===== config.mk =====
export PLATFORM = sky130hd
export DESIGN_NAME = muldiv_seq_flat
export DESIGN_NICKNAME = d
export VERILOG_FILES = /design/src/rtl/muldiv_seq_if.sv /design/src/rtl/muldiv_seq.sv /design/src/flat_wrapper.sv
export SDC_FILE = /design/constraint.sdc
export NUM_CORES = 2
export LEC_CHECK = 0
export ABC_AREA = 1
export BUFFER_PORTS_ARGS = -buffer_cell sky130_fd_sc_hd__buf_4
export CAP_MARGIN = 15
export CORE_MARGIN = 2
export CORE_UTILIZATION = 55
export CTS_CLUSTER_SIZE = 24
export DETAILED_ROUTE_END_ITERATION = 12
export PLACE_DENSITY = 0.84
export SLEW_MARGIN = 20
export SYNTH_ARGS = -nofsm -noshare
export SYNTH_HDL_FRONTEND = slang
export SYNTH_SLANG_ARGS = --single-unit
export TNS_END_PERCENT = 1

===== constraint.sdc =====
create_clock -name clk -period 9 [get_ports clk]
set_input_delay 0.45 -clock clk [delete_from_list [all_inputs] [get_ports clk]]
set_output_delay 0.45 -clock clk [all_outputs]
set_load 0.05 [all_outputs]

===== src/rtl/muldiv_seq_if.sv =====
// Handshake bundle between EX and the iterative RV64M multiply/divide unit.
// master = EX side, slave = muldiv_seq.
interface muldiv_seq_if;
    logic        in_valid;
    logic        in_ready;
    logic [6:0]  opcode;
    logic [2:0]  funct3;
    logic [63:0] reg1;
    logic [63:0] reg2;
    logic        flush;
    logic        out_valid;
    logic        out_ready;
    logic [63:0] result;
    logic        busy;

    modport master (
        output in_valid, opcode, funct3, reg1, reg2, flush, out_ready,
        input  in_ready, out_valid, result, busy
    );

    modport slave (
        input  in_valid, opcode, funct3, reg1, reg2, flush, out_ready,
        output in_ready, out_valid, result, busy
    );
endinterface


===== src/rtl/muldiv_seq.sv =====
// Iterative RV64M multiply/divide sequencer: one bit per cycle,
// result held until writeback takes it.
module muldiv_seq (
    input  logic        clk,
    input  logic        reset,
    muldiv_seq_if.slave bus
);
    typedef enum logic [2:0] {
        S_IDLE, S_MUL, S_DIV, S_SPEC, S_DONE
    } state_t;

    state_t state, state_nx;

    logic [5:0]   cnt;
    logic [127:0] acc;
    logic [63:0]  opd;
    logic [2:0]   f3_q;
    logic         w_q;
    logic         a_neg_q;
    logic         b_neg_q;
    logic [63:0]  result_q;

    function automatic logic [63:0] wfix(input logic [63:0] x, input logic w);
        return w ? {{32{x[31]}}, x[31:0]} : x;
    endfunction

    // Operand decode and special-case detection at accept
    logic        is_w, is_div, w_illegal;
    logic        a_signed, b_signed;
    logic [63:0] a_ext, b_ext, a_mag, b_mag, min_val;
    logic        a_neg, b_neg;
    logic        div_zero, div_ovf, special;
    logic [63:0] spec_raw, spec_res;
    logic        accept;

    assign is_w      = (bus.opcode == 7'b0111011);
    assign is_div    = bus.funct3[2];
    assign w_illegal = is_w & ~bus.funct3[2] & (bus.funct3[1:0] != 2'b00);

    assign a_signed = is_div ? ~bus.funct3[0] : (bus.funct3[1:0] != 2'b11);
    assign b_signed = is_div ? ~bus.funct3[0] : ~bus.funct3[1];

    assign a_ext = !is_w ? bus.reg1 :
                   a_signed ? {{32{bus.reg1[31]}}, bus.reg1[31:0]} :
                              {32'd0, bus.reg1[31:0]};
    assign b_ext = !is_w ? bus.reg2 :
                   b_signed ? {{32{bus.reg2[31]}}, bus.reg2[31:0]} :
                              {32'd0, bus.reg2[31:0]};

    assign a_neg = a_signed & a_ext[63];
    assign b_neg = b_signed & b_ext[63];
    assign a_mag = a_neg ? (~a_ext + 64'd1) : a_ext;
    assign b_mag = b_neg ? (~b_ext + 64'd1) : b_ext;

    assign min_val  = is_w ? 64'hFFFF_FFFF_8000_0000 : 64'h8000_0000_0000_0000;
    assign div_zero = is_div & (b_ext == 64'd0);
    assign div_ovf  = is_div & a_signed & (a_ext == min_val) & (&b_ext);
    assign special  = w_illegal | div_zero | div_ovf;

    always_comb begin
        spec_raw = 64'd0;
        if (w_illegal)
            spec_raw = 64'd0;
        else if (div_zero)
            spec_raw = bus.funct3[1] ? a_ext : '1;
        else if (div_ovf)
            spec_raw = bus.funct3[1] ? 64'd0 : a_ext;
    end

    assign spec_res = wfix(spec_raw, is_w);
    assign accept   = (state == S_IDLE) & bus.in_valid & ~bus.flush;

    // One iteration of shift-add multiply / restoring divide
    logic [64:0]  mul_sum;
    logic [127:0] mul_next;
    logic [64:0]  div_hi, div_rem;
    logic         div_ge;
    logic [127:0] div_next;

    assign mul_sum  = {1'b0, acc[127:64]} + (acc[0] ? {1'b0, opd} : 65'd0);
    assign mul_next = {mul_sum, acc[63:1]};

    assign div_hi   = {acc[127:64], acc[63]};
    assign div_ge   = (div_hi >= {1'b0, opd});
    assign div_rem  = div_ge ? (div_hi - {1'b0, opd}) : div_hi;
    assign div_next = {div_rem[63:0], acc[62:0], div_ge};

    logic [127:0] prod_fix;
    logic [63:0]  mul_res, quo, rem, quo_fix, rem_fix, div_res, fin;

    assign prod_fix = (a_neg_q ^ b_neg_q) ? (~mul_next + 128'd1) : mul_next;
    assign mul_res  = (f3_q[1:0] == 2'b00) ? prod_fix[63:0] : prod_fix[127:64];
    assign quo      = div_next[63:0];
    assign rem      = div_next[127:64];
    assign quo_fix  = (a_neg_q ^ b_neg_q) ? (~quo + 64'd1) : quo;
    assign rem_fix  = a_neg_q ? (~rem + 64'd1) : rem;
    assign div_res  = f3_q[1] ? rem_fix : quo_fix;
    assign fin      = wfix((state == S_MUL) ? mul_res : div_res, w_q);

    always_ff @(posedge clk or posedge reset) begin
        if (reset)
            state <= S_IDLE;
        else
            state <= state_nx;
    end

    always_comb begin
        state_nx = state;
        unique case (state)
            S_IDLE: begin
                if (bus.in_valid)
                    state_nx = special ? S_SPEC :
                               (is_div ? S_DIV : S_MUL);
            end
            S_MUL, S_DIV: begin
                if (cnt == 6'd63)
                    state_nx = S_DONE;
            end
            S_SPEC: state_nx = S_DONE;
            S_DONE: begin
                if (bus.out_ready)
                    state_nx = S_IDLE;
            end
            default: state_nx = S_IDLE;
        endcase
        if (bus.flush)
            state_nx = S_IDLE;
    end

    always_comb begin
        bus.in_ready  = (state == S_IDLE);
        bus.busy      = (state != S_IDLE);
        bus.out_valid = (state == S_DONE);
        bus.result    = result_q;
    end

    always_ff @(posedge clk or posedge reset) begin
        if (reset) begin
            cnt      <= 6'd0;
            acc      <= 128'd0;
            opd      <= 64'd0;
            f3_q     <= 3'd0;
            w_q      <= 1'b0;
            a_neg_q  <= 1'b0;
            b_neg_q  <= 1'b0;
            result_q <= 64'd0;
        end else if (bus.flush) begin
            cnt <= 6'd0;
        end else if (accept) begin
            cnt     <= 6'd0;
            f3_q    <= bus.funct3;
            w_q     <= is_w;
            a_neg_q <= a_neg;
            b_neg_q <= b_neg;
            // Multiplier rides in the low half; dividend shifts out of it
            acc     <= {64'd0, is_div ? a_mag : b_mag};
            opd     <= is_div ? b_mag : a_mag;
            if (special)
                result_q <= spec_res;
        end else if (state == S_MUL || state == S_DIV) begin
            acc <= (state == S_MUL) ? mul_next : div_next;
            cnt <= cnt + 6'd1;
            if (cnt == 6'd63)
                result_q <= fin;
        end
    end
endmodule

===== src/flat_wrapper.sv =====
// flat-port wrapper written by rule: the top's interface ports become plain ports
module muldiv_seq_flat 
  (clk, reset, bus_in_valid, bus_opcode, bus_funct3, bus_reg1, bus_reg2, bus_flush, bus_out_ready, bus_in_ready, bus_out_valid, bus_result, bus_busy);
  muldiv_seq_if bus_i ();
  input  logic clk;
  input  logic reset;
  input wire logic [$bits(bus_i.in_valid)-1:0] bus_in_valid;
  input wire logic [$bits(bus_i.opcode)-1:0] bus_opcode;
  input wire logic [$bits(bus_i.funct3)-1:0] bus_funct3;
  input wire logic [$bits(bus_i.reg1)-1:0] bus_reg1;
  input wire logic [$bits(bus_i.reg2)-1:0] bus_reg2;
  input wire logic [$bits(bus_i.flush)-1:0] bus_flush;
  input wire logic [$bits(bus_i.out_ready)-1:0] bus_out_ready;
  output wire logic [$bits(bus_i.in_ready)-1:0] bus_in_ready;
  output wire logic [$bits(bus_i.out_valid)-1:0] bus_out_valid;
  output wire logic [$bits(bus_i.result)-1:0] bus_result;
  output wire logic [$bits(bus_i.busy)-1:0] bus_busy;
  assign bus_i.in_valid = bus_in_valid;
  assign bus_i.opcode = bus_opcode;
  assign bus_i.funct3 = bus_funct3;
  assign bus_i.reg1 = bus_reg1;
  assign bus_i.reg2 = bus_reg2;
  assign bus_i.flush = bus_flush;
  assign bus_i.out_ready = bus_out_ready;
  assign bus_in_ready = bus_i.in_ready;
  assign bus_out_valid = bus_i.out_valid;
  assign bus_result = bus_i.result;
  assign bus_busy = bus_i.busy;
  muldiv_seq u_core (.clk(clk), .reset(reset), .bus(bus_i));
endmodule

==> impl_metrics.toml, run 1 <==
[status]
outcome = "aborted with a tool error"
lastStage = "global routing"
error = "[ERROR GRT-0116] Global routing finished with congestion. Check the congestion regions in the DRC Viewer."

[synthesis]
yosysTopAreaCellShare_pct = 21.11
syn_area_sq_um = 40110
synth-seq-area-share_pct = 16.85
avgSynthCellArea_sq_um = 5.411
synth-async-reset-ratio_pct = 100.0
yosysUniqueCellTypes = 69
yosys_warnings = 0
synth.area.top_cells = "nand2_1, dfrtp_1, inv_1"
synth-main-ff-cell = "dfrtp_1"
synth_common_cells = "nand2_1, inv_1, nor2_1, o21ai_0, nand3_1"
synth_nets = 7693
netlist_instances = 7413
synth_most_common_cell = "nand2_1"
ys_ff_latch = 270
synth_edf_count = 0
synth_area_leader_cell = "nand2_1"

[placement]
gp_congestion = 1.243
portBuffers = 209
dp.cells = 8351
dp_hpwl_mm = 185.6

[clocking]
clockBufferDepth = 3
numCtsBuffers = 36
root_buffer = "clkbuf_16"
clock_sinks = 270
htree_levels = 2

[grt]
grt_max_degree = 177
grt_pass1_wl_mm = 358.0
grt_overflow = 16
grt_usage_pct = 65.27
first_global_vias = 52480

[floorplanning]
die-width_microns = 274.0
start_util_pct = 55.26
die_height_microns = 274.0
io_pins = 210
num_rows = 99
metal layers:
| layer | track usage, % | overflow |
|---|---|---|
| met1 | 66.38 | 0 |
| met2 | 87.57 | 4 |
| met3 | 41.74 | 1 |
| met4 | 64.85 | 11 |
| met5 | 11.30 | 0 |
cells by family after synthesis:
family                   share of synthesized area (%)
buffers and inverters                            13.82
flip-flops                                       16.85
XOR/XNOR                                         4.193
adder cells (fa/ha/maj)                          4.311
AND/OR/NAND/NOR                                  42.18
AO/OA/AOI/OAI                                    18.65
what timing repair did:
item | 4_1_cts
resized for setup | 0
hold buffers | 1
endpoints found under the hold margin | 64
setup buffers | 0
stage by stage:
stage          util [%]  worst slack, ps  instance area [sq um]  hold WS (ps)
2_1_floorplan         -             1111                  40110         453.7
3_5_place_dp      57.95             3070                  42070         466.4
4_1_cts           59.65             3029                  43300         89.12
3_3_place_gp      57.95             2978                  42070         465.9
==> inputs of run 2 (changes only) <==
Settings changed: CORE_UTILIZATION 55 to 40, CTS_CLUSTER_SIZE 24 to unset, PLACE_DENSITY 0.84 to unset, PLACE_DENSITY_LB_ADDON set to 0.15.
==> run 2 against run 1 <==
The flow now finishes without violations. Synthesized area did not move. Synthesized cell count unchanged.
==> impl_metrics.toml, run 2 <==
[synthesis]
synth-main-ff-cell = "dfrtp_1"
synth_edf_count = 0
synth_most_common_cell = "nand2_1"
ys_ff_latch = 270
synth-seq-area-share_pct = 16.85
yosysUniqueCellTypes = 69
yosysTopAreaCellShare_pct = 21.11
synth-async-reset-ratio_pct = 100.0
synth_area_leader_cell = "nand2_1"
synth_nets = 7693
netlist_instances = 7413
synth.area.top_cells = "nand2_1, dfrtp_1, inv_1"
synth_common_cells = "nand2_1, inv_1, nor2_1, o21ai_0, nand3_1"
avgSynthCellArea_sq_um = 5.411
yosys_warnings = 0
syn_area_sq_um = 40110

[placement]
gp_congestion = 1.164
dp_hpwl_mm = 216.7
portBuffers = 209

[final_layout]
final_cell_mix = "nand2_1, inv_1, nor2_1, o21ai_0, nand3_1"
top_register = "u_core.acc"
largest_reg_flops = 128
final_common_cell = "nand2_1"
drive_above_1_share_pct = 6.446
fillCellCount = 11180
syn2layout_area_growth_pct = 9.590
final_nets = 7728

[sta]
maxSlewViolCount = 0
fin_crit_sh_pct = 71.35
hold_violations = 0
fin_skew_ps = 54.78
fmax_ghz = 0.1557
tightest_slew_ps = 1297
tns_ps = 0
setup_viol = 0
min_period_ps = 6422
rsz0062_at_grt = "no"
max-slew-margin-rel_pct = 12.62
whs_ps = 133.4

[floorplanning]
die_height_microns = 320.7
die-width_microns = 320.7
start_util_pct = 40.22
dieArea_sq_um = 102800
io_pins = 210
num_rows = 116
core_sq_um = 99710

[critical_path]
critPathArrivalTime_ps = 6950
crit_type = "reg2reg"
cp_max_fo = 11
required_ps = 9530
startpoint_type = "flip-flop"
r2r_slack_ps = 2580
critPathCaptureType = "flip-flop"

[clocking]
htree_levels = 2
numCtsBuffers = 39
clk_latency_ps = 650
cts_setup_buffers = 0
clkTransAtPathRegs_ps = 70
root_buffer = "clkbuf_16"
clockBufferDepth = 3
clock_sinks = 270
tritoncts = "yes"

[min_path]
hold_class = "in2reg"

[grt]
grt_pass1_wl_mm = 366.3
grt_usage_pct = 49.95
grt_overflow = 0
first_global_vias = 49960
antenna_found_initial = 24
grt_max_degree = 124

[run]
drv_cap = 0

[power]
p_leak_nw = 22.61
irDropWorstVdd_v = 0.0002695
p_per_area_nw_per_um2 = 457.8

[drt]
drcViolationCount = 0
ant_nets = 0
wire_per_inst_microns = 30.11
routed_wirelength_mm = 264.5
drtPass1Iterations = 9
num_vias = 53480
viasPerCell = 6.087
drtIter0Drc = 7772

[status]
outcome = "completed"
## run 2: path summary, 6_finish.rpt
kind | from | to | cells past startpoint
max in group asynchronous | reset | u_core.acc[53] | 5
worst min register to register | u_core.bus.result[51] | u_core.bus.result[51] | 2
worst max register to register | u_core.acc[121] | u_core.bus.result[41] | 23
worst max-delay path | u_core.acc[121] | u_core.bus.result[41] | 23
worst min-delay path | bus_flush | u_core.state[2] | 2
min in group asynchronous | reset | u_core.opd[39] | 3
## run 2: through the flow
stage	worst slack [ps]	total power [mW]	std cells	cell area, sq um	util (%)
after floorplan	1111	11.30	7413	40110	-
after global placement	3016	17.49	8703	42580	42.70
after detailed placement	2993	17.44	8703	42580	42.70
after CTS	2976	19.18	8774	43910	44.04
after global routing	2526	20.88	8776	43930	44.06
final	2578	20.12	8786	43950	44.08
## run 2: worst max-delay path, cell delays in order (launching register included)
cell	delay (ps)
dfrtp_1	510
ha_1	490
nand2_1	150
nor2_1	150
inv_1	100
nor2_1	520
nand4_1	420
nor3_4	270
nor2_4	70
buf_4	200
nand3_1	750
nand2_1	600
nor2_1	270
nand2_1	120
nor2_1	130
nand3_1	120
nand2_1	90
nand2_1	90
o21ai_0	740
nand2_1	100
nand3_1	190
nand2_1	80
nand2_1	70
nand2_1	40
## run 2: per-layer routing
layer | track usage [%] | share of wire, % | vias to the layer above
met5 | 0 | 0.038 | -
met4 | 49.14 | 12 | 14
met3 | 14.85 | 12 | 1106
met2 | 76.30 | 42 | 3865
met1 | 54.71 | 34 | 24580
li1 | - | - | 23910
## run 2: report_power, final
group | switching, mW | leakage, nW | internal [mW]
registers | 0.800 | 3.30 | 1.70
clock network | 0.745 | 0.638 | 0.932
logic | 12.1 | 18.7 | 3.80
total | 13.7 | 22.6 | 6.43
## run 2: layout make-up
cell class | instances | area (sq um) | share of cell area, %
Multi-Input combinational cell | 5720 | 27850 | 63.37
Sequential cell | 270 | 6763 | 15.39
Clock buffer | 47 | 1046 | 2.380
Antenna cell | 11 | 27.53 | 0.06262
Tap cell | 1298 | 1624 | 3.695
Timing Repair Buffer | 270 | 2042 | 4.646
Inverter | 1147 | 4324 | 9.838
Clock inverter | 23 | 275.3 | 0.6262
## run 2: kinds of logic (layout without fill, tap and decap cells)
kind of cell | after synthesis | count (layout) | share of synthesized area (%)
simple gates | 4068 | 4068 | 42.18
buf+inv | 1423 | 1487 | 13.82
compound gates | 1323 | 1323 | 18.65
flops | 270 | 270 | 16.85
xor+xnor | 192 | 192 | 4.193
fa+ha+maj | 137 | 137 | 4.311
other cells | 0 | 11 | 0
## run 2: what timing repair did
| action | 4_1_cts | 5_1_grt |
|---|---|---|
| hold buffers | 1 | 0 |
| gates resized for setup | 0 | 0 |
| endpoints found under the hold margin | 25 | 0 |
No activity file was read; power rests on OpenSTA's default activity.
